`src/rtl/uart_receiver.sv`:
```
// UART receive engine: 2-flop synchroniser, 16x NCO oversampling, 2-of-3 majority voting,
// and a byte hold register with valid/ack handshake and frame/parity/overrun flags.
module uart_receiver #(
    parameter int unsigned DEFAULT_BDR  = 115200,
    parameter int unsigned SYS_CLK_DIV2 = 50_000_000,
    parameter int unsigned PARITY_BIT   = 3,
    parameter int unsigned STOP_BIT     = 2
) (
    input  logic       clk,
    input  logic       rst,
    input  logic       rxd,
    input  logic       rx_ack,
    output logic [7:0] rx_data,
    output logic       rx_valid,
    output logic       frame_err,
    output logic       parity_err,
    output logic       overrun_err,
    output logic       busy
);
    localparam logic [63:0] INC_WIDE =
        (64'(DEFAULT_BDR) * 64'd16 * 64'd65536) / 64'(SYS_CLK_DIV2);
    localparam logic [15:0] INC = INC_WIDE[15:0];

    typedef enum logic [2:0] {ST_IDLE, ST_START, ST_DATA, ST_PARITY, ST_STOP} state_t;

    function automatic logic maj3(input logic a, input logic b, input logic c);
        return (a & b) | (a & c) | (b & c);
    endfunction

    // Mark mode mirrors the transmitter, which always sends a 1 in the slot.
    function automatic logic parity_bad(input logic [7:0] d, input logic p);
        case (PARITY_BIT)
            32'd1:   return (^d) ^ p;
            32'd2:   return ~((^d) ^ p);
            32'd3:   return ~p;
            default: return 1'b0;
        endcase
    endfunction

    state_t      state_r;
    logic        sync1_r, rxs_r, rxs_prev_r;
    logic [15:0] acc_r;
    logic [3:0]  cnt_r;
    logic        samp7_r, samp8_r;
    logic [7:0]  shift_r;
    logic [2:0]  bit_idx_r;
    logic        stop_idx_r;
    logic        frm_flag_r, par_flag_r;
    logic        commit_r;

    logic [16:0] sum_s;
    logic        tick_s, decide_s, wrap_s, maj_s, last_stop_s;

    assign sum_s       = {1'b0, acc_r} + {1'b0, INC};
    assign tick_s      = sum_s[16];
    assign decide_s    = tick_s && (cnt_r == 4'd9);
    assign wrap_s      = tick_s && (cnt_r == 4'd15);
    assign maj_s       = maj3(samp7_r, samp8_r, rxs_r);
    assign last_stop_s = (STOP_BIT == 32'd1) || stop_idx_r;

    // Synchroniser and edge history, reset high so reset never looks like a start edge
    always_ff @(posedge clk) begin
        if (rst) begin
            sync1_r    <= 1'b1;
            rxs_r      <= 1'b1;
            rxs_prev_r <= 1'b1;
        end else begin
            sync1_r    <= rxd;
            rxs_r      <= sync1_r;
            rxs_prev_r <= rxs_r;
        end
    end

    // Frame FSM with NCO, sample counter, majority samples and internal error flags
    always_ff @(posedge clk) begin
        if (rst) begin
            state_r    <= ST_IDLE;
            busy       <= 1'b0;
            acc_r      <= 16'd0;
            cnt_r      <= 4'd0;
            samp7_r    <= 1'b0;
            samp8_r    <= 1'b0;
            shift_r    <= 8'd0;
            bit_idx_r  <= 3'd0;
            stop_idx_r <= 1'b0;
            frm_flag_r <= 1'b0;
            par_flag_r <= 1'b0;
            commit_r   <= 1'b0;
        end else begin
            commit_r <= 1'b0;
            if (commit_r) begin
                frm_flag_r <= 1'b0;
                par_flag_r <= 1'b0;
            end
            if (state_r == ST_IDLE) begin
                acc_r <= 16'd0;
                cnt_r <= 4'd0;
            end else begin
                acc_r <= sum_s[15:0];
                if (tick_s) cnt_r <= cnt_r + 4'd1;
                if (tick_s && (cnt_r == 4'd7)) samp7_r <= rxs_r;
                if (tick_s && (cnt_r == 4'd8)) samp8_r <= rxs_r;
            end
            case (state_r)
                ST_IDLE: begin
                    if (rxs_prev_r && !rxs_r) begin
                        state_r <= ST_START;
                        busy    <= 1'b1;
                    end
                end
                ST_START: begin
                    if (decide_s && maj_s) begin
                        state_r <= ST_IDLE;
                        busy    <= 1'b0;
                    end else if (wrap_s) begin
                        state_r   <= ST_DATA;
                        bit_idx_r <= 3'd0;
                    end
                end
                ST_DATA: begin
                    if (decide_s) shift_r <= {maj_s, shift_r[7:1]};
                    if (wrap_s) begin
                        if (bit_idx_r == 3'd7) begin
                            state_r    <= (PARITY_BIT != 32'd0) ? ST_PARITY : ST_STOP;
                            stop_idx_r <= 1'b0;
                        end else begin
                            bit_idx_r <= bit_idx_r + 3'd1;
                        end
                    end
                end
                ST_PARITY: begin
                    if (decide_s && parity_bad(shift_r, maj_s)) par_flag_r <= 1'b1;
                    if (wrap_s) begin
                        state_r    <= ST_STOP;
                        stop_idx_r <= 1'b0;
                    end
                end
                ST_STOP: begin
                    // Finish at mid-bit of the last stop so the next start edge is never missed
                    if (decide_s) begin
                        if (!maj_s) frm_flag_r <= 1'b1;
                        if (last_stop_s) begin
                            state_r  <= ST_IDLE;
                            busy     <= 1'b0;
                            commit_r <= 1'b1;
                        end
                    end
                    if (wrap_s) stop_idx_r <= 1'b1;
                end
                default: begin
                    state_r <= ST_IDLE;
                    busy    <= 1'b0;
                end
            endcase
        end
    end

    // Hold register and handshake; a commit wins over an ack in the same cycle
    always_ff @(posedge clk) begin
        if (rst) begin
            rx_data     <= 8'd0;
            rx_valid    <= 1'b0;
            frame_err   <= 1'b0;
            parity_err  <= 1'b0;
            overrun_err <= 1'b0;
        end else if (commit_r) begin
            rx_data     <= shift_r;
            rx_valid    <= 1'b1;
            frame_err   <= frm_flag_r;
            parity_err  <= par_flag_r;
            overrun_err <= rx_valid & ~rx_ack;
        end else if (rx_ack && rx_valid) begin
            rx_valid    <= 1'b0;
            frame_err   <= 1'b0;
            parity_err  <= 1'b0;
            overrun_err <= 1'b0;
        end
    end
endmodule
```
`config.mk`:
```
export PLATFORM = sky130hd
export DESIGN_NAME = uart_receiver
export DESIGN_NICKNAME = d
export VERILOG_FILES = /design/src/rtl/uart_receiver.sv
export SDC_FILE = /design/constraint.sdc
export NUM_CORES = 1
export LEC_CHECK = 0
export ABC_AREA = 1
export CELL_PAD_IN_SITES_DETAIL_PLACEMENT = 1
export CELL_PAD_IN_SITES_GLOBAL_PLACEMENT = 1
export CORE_AREA = 3 3 76 107
export DETAILED_ROUTE_END_ITERATION = 8
export DIE_AREA = 0 0 79 110
export HOLD_SLACK_MARGIN = 0.12
export PLACE_DENSITY_LB_ADDON = 0.1
export SETUP_SLACK_MARGIN = 0.02
export SLEW_MARGIN = 20
export SYNTH_ARGS = -nofsm -noshare
export SYNTH_HDL_FRONTEND = slang
export SYNTH_SLANG_ARGS = --single-unit
```
`constraint.sdc`:
```
create_clock -name clk -period 1.5 [get_ports clk]
set_input_delay 0.15 -clock clk [delete_from_list [all_inputs] [get_ports clk]]
set_output_delay 0.15 -clock clk [all_outputs]
set_load 0.01 [all_outputs]
```
==> out/metrics.yaml <==
status: "complete, but fails checks"
violations: "setup timing"
grt_pass1_vias: 2468
worst_slew_margin_rel_pct: 75.1
cp.required_ps: 1780
holdPathEnd: "sync1_r"
reg2reg_setup_slack_ps: -120
numCtsBuffers: 5
ys_seq_elements: 56
worstHoldStart: "rxd"
min_path_type: "in -> reg"
synthCells: 335
final.min_clock_period_ps: 1620
die-area_um2: 8690
fin_crit_sh_pct: 108
postPlaceCellArea_um2: 3140
finalWirelength_um: 6520
dp_slack_ps: -190
setup_ws_ps: -118
clk_path_buf_depth: 2
antennaDiodeCount: 0
io_pins: 17
slowest_delay_ps: 350
fmax_mhz: 618
synth.avg_cell_area_um2: 7.47
first_pass_iters: 4
port_buffers: 16
p_per_area_nw_per_um2: 1570
rsz0062_at_grt: "true"
drive_gt1_share_pct: 33.3
drt-initial-drc-count: 55
die_h_um: 110
hold_path_depth: 2
fp-row-count: 37
hold_ws_ps: 420
slew_violations: 0
routedWlPerCell_um: 13.0
reg2reg_to: "state_r[1]"
antenna_found_initial: 0
overflow: 0
drv_cap: 0
initial_core_util_pct: 34.2
leakage_uw: 0.00149
startpoint_type: "register"
grt_pass1_wl_um: 10900
fin_util_pct: 47.4
synthesis.area_um2: 2500
vias: 2394
reg2regPathDepth: 15
grtUsageTotal_pct: 16.1
path_cells: "inv_2 > ha_4 > nand2_4 > nand2_4 > nand2_4 > nand2_4 > nand2_8 > nand2_4 > nand2_4 > nand2_4 > inv_4 > nand2_4 > o21bai_1 > nand2_1 > inv_1"
clk_latency_ps: 330
crit_path_end_kind: "register"
yosysWarnings: 0
clk_pin_slew_ps: 110
cp_slowest_cell: "dfxtp_2"
cts_root_buffer: "clkbuf_8"
cp_max_fo: 5
synthesis.nets: 345
ctsHtreeMaxLevel: 2
synthDistinctLibCells: 34
power_uw: 5440
fillers: 940
grt_max_degree: 22
gp_congestion: 0.724
arrival_ps: 1890
crit_top_cell: "nand2_4"
die_w_um: 79
ir_drop_mv: 1.09
hpwl_um: 4790
syn2layout_area_growth_pct: 38.6
path_class: "reg -> reg"
final_area_um2: 3470
finalSetupViolations: 18
drc: 0
viasPerCell: 4.77
antenna_left: 0
layout.nets: 414
fp.coreArea_um2: 7310
hold_violations: 0
rr_startpoint: "acc_r[0]"
finClkSkew_ps: 11.1
tightest_slew_ps: 370
cts.sinks: 56
cts_tree: "done"
ys_seq_area_share_pct: 44.8
[kinds of logic after synthesis]
family                     count (synthesis)  synth area share (%)
DFF                                       56                  44.8
adders and majority gates                  6                  3.00
buffers and inverters                     57                  9.10
xor gates and xnor gates                   2                 0.700
and+or+nand+nor                          132                  25.3
AOI/OAI and AO/OA                         82                  17.2
[stage by stage]
step | TNS [ps] | std cells
floorplan | -56.0 | 335
global placement | -938 | 486
detailed placement | -2450 | 486
CTS | -788 | 499
global route | -3600 | 502
finish | -1010 | 502
[how the worst max path moves through the flow]
| stage | startpoint | endpoint | slack, ps | depth (start not counted) |
|---|---|---|---|---|
| floorplan | acc_r[0] | state_r[0] | -60 | 17 |
| detailed placement | acc_r[0] | state_r[0] | -190 | 16 |
| global route | cnt_r[1] | state_r[0] | -210 | 9 |
| CTS | acc_r[0] | state_r[0] | -120 | 16 |
| finish | acc_r[0] | state_r[1] | -120 | 15 |
| global placement | acc_r[0] | state_r[0] | -130 | 16 |
[cell usage in the layout, fill, tap and decap left out, types with 5 or more instances in the layout]
cell type        count
nand3_1             13
inv_2               10
ha_1                 5
clkbuf_8             5
o21ai_1              9
o21ai_0             15
nand2_2             14
dfxtp_1             49
nand2_4              9
dfxtp_2              6
nand2_1             47
nor2_2               5
buf_4               50
nor2_1              16
inv_1               36
a21oi_1             46
clkdlybuf4s50_1     16
[critical path: cells and delay by family (launching register included)]
family	cells	cell delay (ps)
AO/OA/AOI/OAI	1	180
adder cells (fa/ha/maj)	1	160
buffers and inverters	3	170
flip-flops	1	350
AND/OR/NAND/NOR	10	700
[power by group]
group | internal (µW) | switching [µW]
Clock | 344 | 553
Sequential | 1680 | 142
Combinational | 1310 | 1420
[cell type report]
cell class | count | area (µm²) | area share (%)
multi-input combinational | 222 | 1320 | 38.1
clock buffer | 5 | 68.8 | 1.98
sequential | 56 | 1130 | 32.7
tap | 97 | 121 | 3.50
inverter | 48 | 185 | 5.34
clock inverter | 3 | 27.5 | 0.794
timing repair buffer | 71 | 609 | 17.6
[cells in the mapped netlist]
| cell type | number | share of area (%) |
|---|---|---|
| nand2_1 | 58 | 8.7 |
| nand2_2 | 10 | 2.5 |
| a21oi_1 | 48 | 9.6 |
| inv_2 | 9 | 1.3 |
| nor2_2 | 4 | 1.0 |
| nand3_2 | 2 | 0.80 |
| nor2_1 | 20 | 3.0 |
| clkbuf_1 | 5 | 0.75 |
| ha_1 | 6 | 3.0 |
| o311ai_0 | 1 | 0.35 |
| or3_1 | 2 | 0.50 |
| buf_2 | 2 | 0.40 |
| nor3b_1 | 1 | 0.30 |
| o21a_1 | 2 | 0.60 |
| or2_2 | 4 | 1.0 |
| buf_4 | 1 | 0.30 |
| inv_1 | 39 | 5.8 |
| and3_2 | 1 | 0.30 |
| o21bai_1 | 1 | 0.30 |
| nand3_1 | 15 | 3.0 |
| a21boi_0 | 1 | 0.30 |
| o21ai_0 | 23 | 4.6 |
| or2_1 | 1 | 0.25 |
| a31oi_1 | 1 | 0.25 |
| dfxtp_1 | 56 | 45 |
| xnor2_1 | 2 | 0.70 |
| nand2_4 | 3 | 1.3 |
| nand4_1 | 3 | 0.75 |
| nor4b_1 | 1 | 0.35 |
| buf_6 | 1 | 0.45 |
| nor3_1 | 6 | 1.2 |
| o21ai_1 | 4 | 0.80 |
| o2111ai_1 | 1 | 0.35 |
| and3_1 | 1 | 0.25 |
[registers in the layout (all words and copies together), names as in the netlist, 3 cells and up]
register	flops
state_r	3
acc_r	16
shift_r	8
cnt_r	4
rx_data	8
bit_idx_r	3
[layer usage]
layer  vias up  share of wire (%)  GRT usage, %
met5         -                  0             0
met1      1139                 39          15.7
met4         0                2.2          7.25
met2        23                 57          32.1
li1       1221                  -             -
met3        11                2.2          3.25
[repair_timing]
item,CTS,global route
hold buffers,0,0
setup endpoints to repair,25,36
pin swaps,11,16
gates cloned,0,0
resized for setup,25,32
setup buffers,5,3
Power figures use the tool's default switching activity.
